## config.mk

```make
export PLATFORM = sky130hd
export DESIGN_NAME = i2c_master_addr_tx
export DESIGN_NICKNAME = d
export VERILOG_FILES = /design/src/rtl/i2c_master_addr_tx.sv
export SDC_FILE = /design/constraint.sdc
export NUM_CORES = 1
export LEC_CHECK = 0
export CORE_MARGIN = 10
export CORE_UTILIZATION = 55
export CTS_BUF_LIST = sky130_fd_sc_hd__clkbuf_8
export DETAILED_ROUTE_END_ITERATION = 10
export PLACE_DENSITY = 0.84
export REMOVE_ABC_BUFFERS = 1
export SETUP_SLACK_MARGIN = 0.05
export SLEW_MARGIN = 10
export SYNTH_ARGS = -nofsm -noshare
export SYNTH_HDL_FRONTEND = slang
export SYNTH_SLANG_ARGS = --single-unit
```

## constraint.sdc

```tcl
create_clock -name FPGA_clk -period 2.4 [get_ports FPGA_clk]
set_input_delay 0.36 -clock FPGA_clk [delete_from_list [all_inputs] [get_ports FPGA_clk]]
set_output_delay 0.36 -clock FPGA_clk [all_outputs]
set_load 0.01 [all_outputs]
```

## src/rtl/i2c_master_addr_tx.sv

```systemverilog
// I2C master address/probe engine: START, 7-bit address + R/W MSB-first, ACK sample, STOP.
// Drives open-drain enables only; every output comes straight from a flop.
module i2c_master_addr_tx #(
   parameter int CLK_DIV = 4
) (
   input  logic       FPGA_clk,
   input  logic       rst,
   input  logic       start,
   input  logic [6:0] addr,
   input  logic       rw,
   input  logic       sda_in,
   output logic       scl_oe,
   output logic       sda_oe,
   output logic       busy,
   output logic       done,
   output logic       ack_ok
);

   localparam int            DW      = (CLK_DIV > 1) ? $clog2(CLK_DIV) : 1;
   localparam logic [DW-1:0] DIV_MAX = DW'(CLK_DIV - 1);

   typedef enum logic [2:0] {IDLE, START, BIT, ACK, STOP} state_t;

   state_t        state_q, state_d;
   logic [DW-1:0] div_q, div_d;
   logic [1:0]    qtr_q, qtr_d;
   logic [2:0]    bit_cnt_q, bit_cnt_d;
   logic [7:0]    shift_q, shift_d;
   logic          scl_oe_q, scl_oe_d;
   logic          sda_oe_q, sda_oe_d;
   logic          busy_q, busy_d;
   logic          done_q, done_d;
   logic          ack_ok_q, ack_ok_d;
   logic          tick;

   always_comb begin
      tick      = (div_q == DIV_MAX);
      state_d   = state_q;
      div_d     = div_q;
      qtr_d     = qtr_q;
      bit_cnt_d = bit_cnt_q;
      shift_d   = shift_q;
      ack_ok_d  = ack_ok_q;
      done_d    = 1'b0;

      if (state_q == IDLE) begin
         if (start) begin
            state_d   = START;
            shift_d   = {addr, rw};
            bit_cnt_d = 3'd7;
            ack_ok_d  = 1'b0;
            div_d     = '0;
            qtr_d     = 2'd0;
         end
      end else begin
         div_d = tick ? '0 : div_q + 1'b1;
         if (tick) begin
            qtr_d = qtr_q + 2'd1;
            // SDA has been stable for a full SCL-high quarter by the q2->q3 tick
            if (state_q == ACK && qtr_q == 2'd2)
               ack_ok_d = ~sda_in;
            if (qtr_q == 2'd3) begin
               case (state_q)
                  START: state_d = BIT;
                  BIT: begin
                     shift_d   = {shift_q[6:0], 1'b0};
                     bit_cnt_d = bit_cnt_q - 3'd1;
                     if (bit_cnt_q == 3'd0)
                        state_d = ACK;
                  end
                  ACK:  state_d = STOP;
                  STOP: begin
                     state_d = IDLE;
                     done_d  = 1'b1;
                  end
                  default: state_d = IDLE;
               endcase
            end
         end
      end

      // Line enables decoded from the next state so they register in step with it
      scl_oe_d = 1'b0;
      sda_oe_d = 1'b0;
      case (state_d)
         START: begin
            scl_oe_d = (qtr_d == 2'd3);
            sda_oe_d = (qtr_d != 2'd0);
         end
         BIT: begin
            scl_oe_d = ~qtr_d[1];
            sda_oe_d = ~shift_d[7];
         end
         ACK: begin
            scl_oe_d = ~qtr_d[1];
            sda_oe_d = 1'b0;
         end
         STOP: begin
            scl_oe_d = ~qtr_d[1];
            sda_oe_d = (qtr_d != 2'd3);
         end
         default: begin
            scl_oe_d = 1'b0;
            sda_oe_d = 1'b0;
         end
      endcase
      busy_d = (state_d != IDLE);
   end

   always_ff @(posedge FPGA_clk or posedge rst) begin
      if (rst) begin
         state_q   <= IDLE;
         div_q     <= '0;
         qtr_q     <= 2'd0;
         bit_cnt_q <= 3'd7;
         shift_q   <= 8'd0;
         scl_oe_q  <= 1'b0;
         sda_oe_q  <= 1'b0;
         busy_q    <= 1'b0;
         done_q    <= 1'b0;
         ack_ok_q  <= 1'b0;
      end else begin
         state_q   <= state_d;
         div_q     <= div_d;
         qtr_q     <= qtr_d;
         bit_cnt_q <= bit_cnt_d;
         shift_q   <= shift_d;
         scl_oe_q  <= scl_oe_d;
         sda_oe_q  <= sda_oe_d;
         busy_q    <= busy_d;
         done_q    <= done_d;
         ack_ok_q  <= ack_ok_d;
      end
   end

   assign scl_oe = scl_oe_q;
   assign sda_oe = sda_oe_q;
   assign busy   = busy_q;
   assign done   = done_q;
   assign ack_ok = ack_ok_q;

endmodule

```

==> flow_summary.json <==
{
  "synth_area_sq_um": 1212,
  "detailed_place.area_sq_um": 1398,
  "dp_slack_ns": 0.1131,
  "route.met3.wl_um": 87,
  "synth_instances": 119,
  "design.die.area_sq_um": 4482,
  "setup_viol_count_final": 0,
  "power_frac_seq": 0.423,
  "postRouteAntennaNets": 0,
  "power.total_mw": 1.729,
  "switching_share": 0.3842,
  "fp.dieH_um": 66.95,
  "initial_utilization": 0.5996,
  "reg2reg_setup_slack_ns": 0.26,
  "grt_overflow": 0,
  "drt-wirelength-per-cell_um": 16.18,
  "clock_tree.root_cell": "clkbuf_8",
  "rr_startpoint": "state_q[0]",
  "grt_antenna_before_repair": 0,
  "vias_per_cell": 6.061,
  "hp-class": "input port to async pin",
  "power_switching_uw": 664.4,
  "drc_errors": 0,
  "synth-edff-count": 0,
  "detailedRoute.firstPassIterationCount": 4,
  "combined_global_route_utilization_of_all_metal_layers": 0.1276,
  "detail_route.wirelength.met1_um": 1181,
  "drive_above_1_share": 0.1838,
  "crit_path_start_kind": "flop",
  "worst_r2r_dst": "sda_oe",
  "synth_area_per_cell_sq_um": 10.19,
  "postLayoutCellArea_sq_um": 1444,
  "syn_to_final_growth_pct": 19.09,
  "tritoncts_num_sinks": 23,
  "netlist_top_cells_count": "dfrtp_1 (20), inv_1 (11), nand2_1 (8)",
  "initialDrtViolationCount": 95,
  "ys_ff_latch": 23,
  "kind_of_critical_path": "flop to flop",
  "place_hpwl_um": 1958,
  "achievable-frequency_mhz": 466.9,
  "timing.clock.skew_ns": 0.005592,
  "clock_power_share": 0.140,
  "synth.yosys.warnings": 0,
  "post_layout_worst_setup_margin_ns": 0.2580,
  "global_route_wire_length_before_repair_um": 4485,
  "antenna_cells_inserted": 0,
  "io_pins": 17,
  "ctsHtreeMaxLevel": 1,
  "worstSkewPairLatency_ns": 0.27,
  "placement_rows": 16,
  "fin_cells": 163,
  "final_nets": 154,
  "required_ns": 2.55,
  "max-slew-margin-rel": 0.6558,
  "cts_tree": "done",
  "portBuffers": 16,
  "finalHoldViolCount": 0,
  "drv_slew": 0,
  "layout_worst_path_cycle_share": 0.8925,
  "timing.final.crit_period_ns": 2.142,
  "grt_pass1_vias": 993,
  "power.ir.vdd_worst_v": 0.0008351,
  "largest_cells_by_area_after_synthesis": "dfrtp_1 (41%), dfstp_2 (6.5%), ha_1 (5.2%)",
  "fraction_of_registers_with_async_set_reset": 1.000,
  "post_cts.resized_instances": 0,
  "grt_start_max_net_pins": 24,
  "critical_path.max_fanout": 12,
  "clk_transition_reported_paths_ns": 0.08,
  "yosys.cell_types.count": 42,
  "r2r.worst_path.cells": 5,
  "layout.core_utilization": 0.7141,
  "max_slew.worst_pin.slew_ns": 0.5129,
  "rsz_0062_raised_after_global_routing": "false",
  "power_leakage_nw": 0.6593,
  "placed_cells_incl_taps": 159,
  "synth-seq-area-share": 0.4778,
  "vias": 988,
  "routed_wirelength_um": 2637,
  "postCtsSetupBuffers": 0,
  "critical_path_end_type": "flop",
  "synth.top_cell.area_share": 0.4128,
  "ys_dominant_reg_cell": "dfrtp_1",
  "timing.max_cap.violations": 0,
  "cts_inserted_buffers": 3,
  "route.top_layer_used": "met4",
  "final.setup.tns_ns": 0,
  "p_comb_frac": 0.436,
  "routabilityCongestion": 0.8508,
  "finalHoldWorstSlack_ns": 0.4268,
  "arrival_ns": 2.29,
  "detailroute.wirelength.met2_um": 1314,
  "synth_most_common_cell": "dfrtp_1",
  "max-clock-path-buffers": 2,
  "cts_hold_buf": 0,
  "synth_top_area_cell": "dfrtp_1",
  "die_width_um": 66.95,
  "core_sq_um": 2022,
  "power_report.internal_total_mw": 1.065,
  "power_density_nw_per_um2": 1198,
  "status": "finished clean"
}
## how the worst max path moves through the flow
stage / startpoint / to / slack, ns
2_1_floorplan: state_q[1] / sda_oe / 0.41
3_3_place_gp: start / sda_oe / 0.14
3_5_place_dp: start / sda_oe / 0.11
4_1_cts: state_q[0] / sda_oe / 0.26
5_1_grt: div_q[0] / sda_oe / 0.16
6_report: state_q[0] / sda_oe / 0.26
## state kept, by name, summed over array words and instances (netlist names)
signal / count
bit_cnt_q: 3
sda_oe: 1
done: 1
scl_oe: 1
state_q: 3
div_q: 2
ack_ok: 1
shift_q: 8
qtr_q: 2
busy: 1
## placed cells by master, fill, tap and decap left out, drive strengths merged, types with 4 or more instances in the layout
| master | n |
|---|---|
| o21ai | 8 |
| clkdlybuf4s50 | 16 |
| a21oi | 6 |
| inv | 11 |
| buf | 4 |
| nand2 | 9 |
| dfrtp | 20 |
| a222oi | 6 |
| ha | 5 |
| nand3 | 4 |
| nor2 | 8 |
## power by group through the flow
stage	sequential [mW]	combinational (mW)	clock (mW)
finish	0.732	0.755	0.242
detailed placement	0.736	0.757	0
global placement	0.726	0.723	0
floorplan	0.702	0.554	0
global route	0.757	0.833	0.265
CTS	0.728	0.758	0.249
## worst max-delay path, stage by stage, from the launching register on
cell and delay, ns:
dfrtp_1 0.54, or3_1 0.55, a21oi_2 0.20, a31oi_2 0.06, nor2b_4 0.15, or4_4 0.51
## area by class of cell
cell class	instances	area [sq um]
sequential	23	579.3
fill	147	578.1
multi-input combinational	78	553.0
timing repair buffer	20	190.2
clock buffer	3	41.29
inverter	11	41.29
tap	27	33.78
clock inverter	1	5.005
## kinds of logic (layout without fill, tap and decap cells)
family	Yosys count	after routing	synth area share
simple gates	38	38	0.1806
compound gates	34	34	0.2146
flops	23	23	0.4778
buf+inv	18	35	0.06605
fa+ha+maj	5	5	0.05160
mux	1	1	0.009287
## metal layers
metal / vias up / GRT usage
met1: 494 / 0.1498
met4: 0 / 0.05641
met2: 22 / 0.2133
met5: - / 0
met3: 6 / 0.03177
li1: 466 / -
Note: power is estimated with default switching activity, not from simulation.
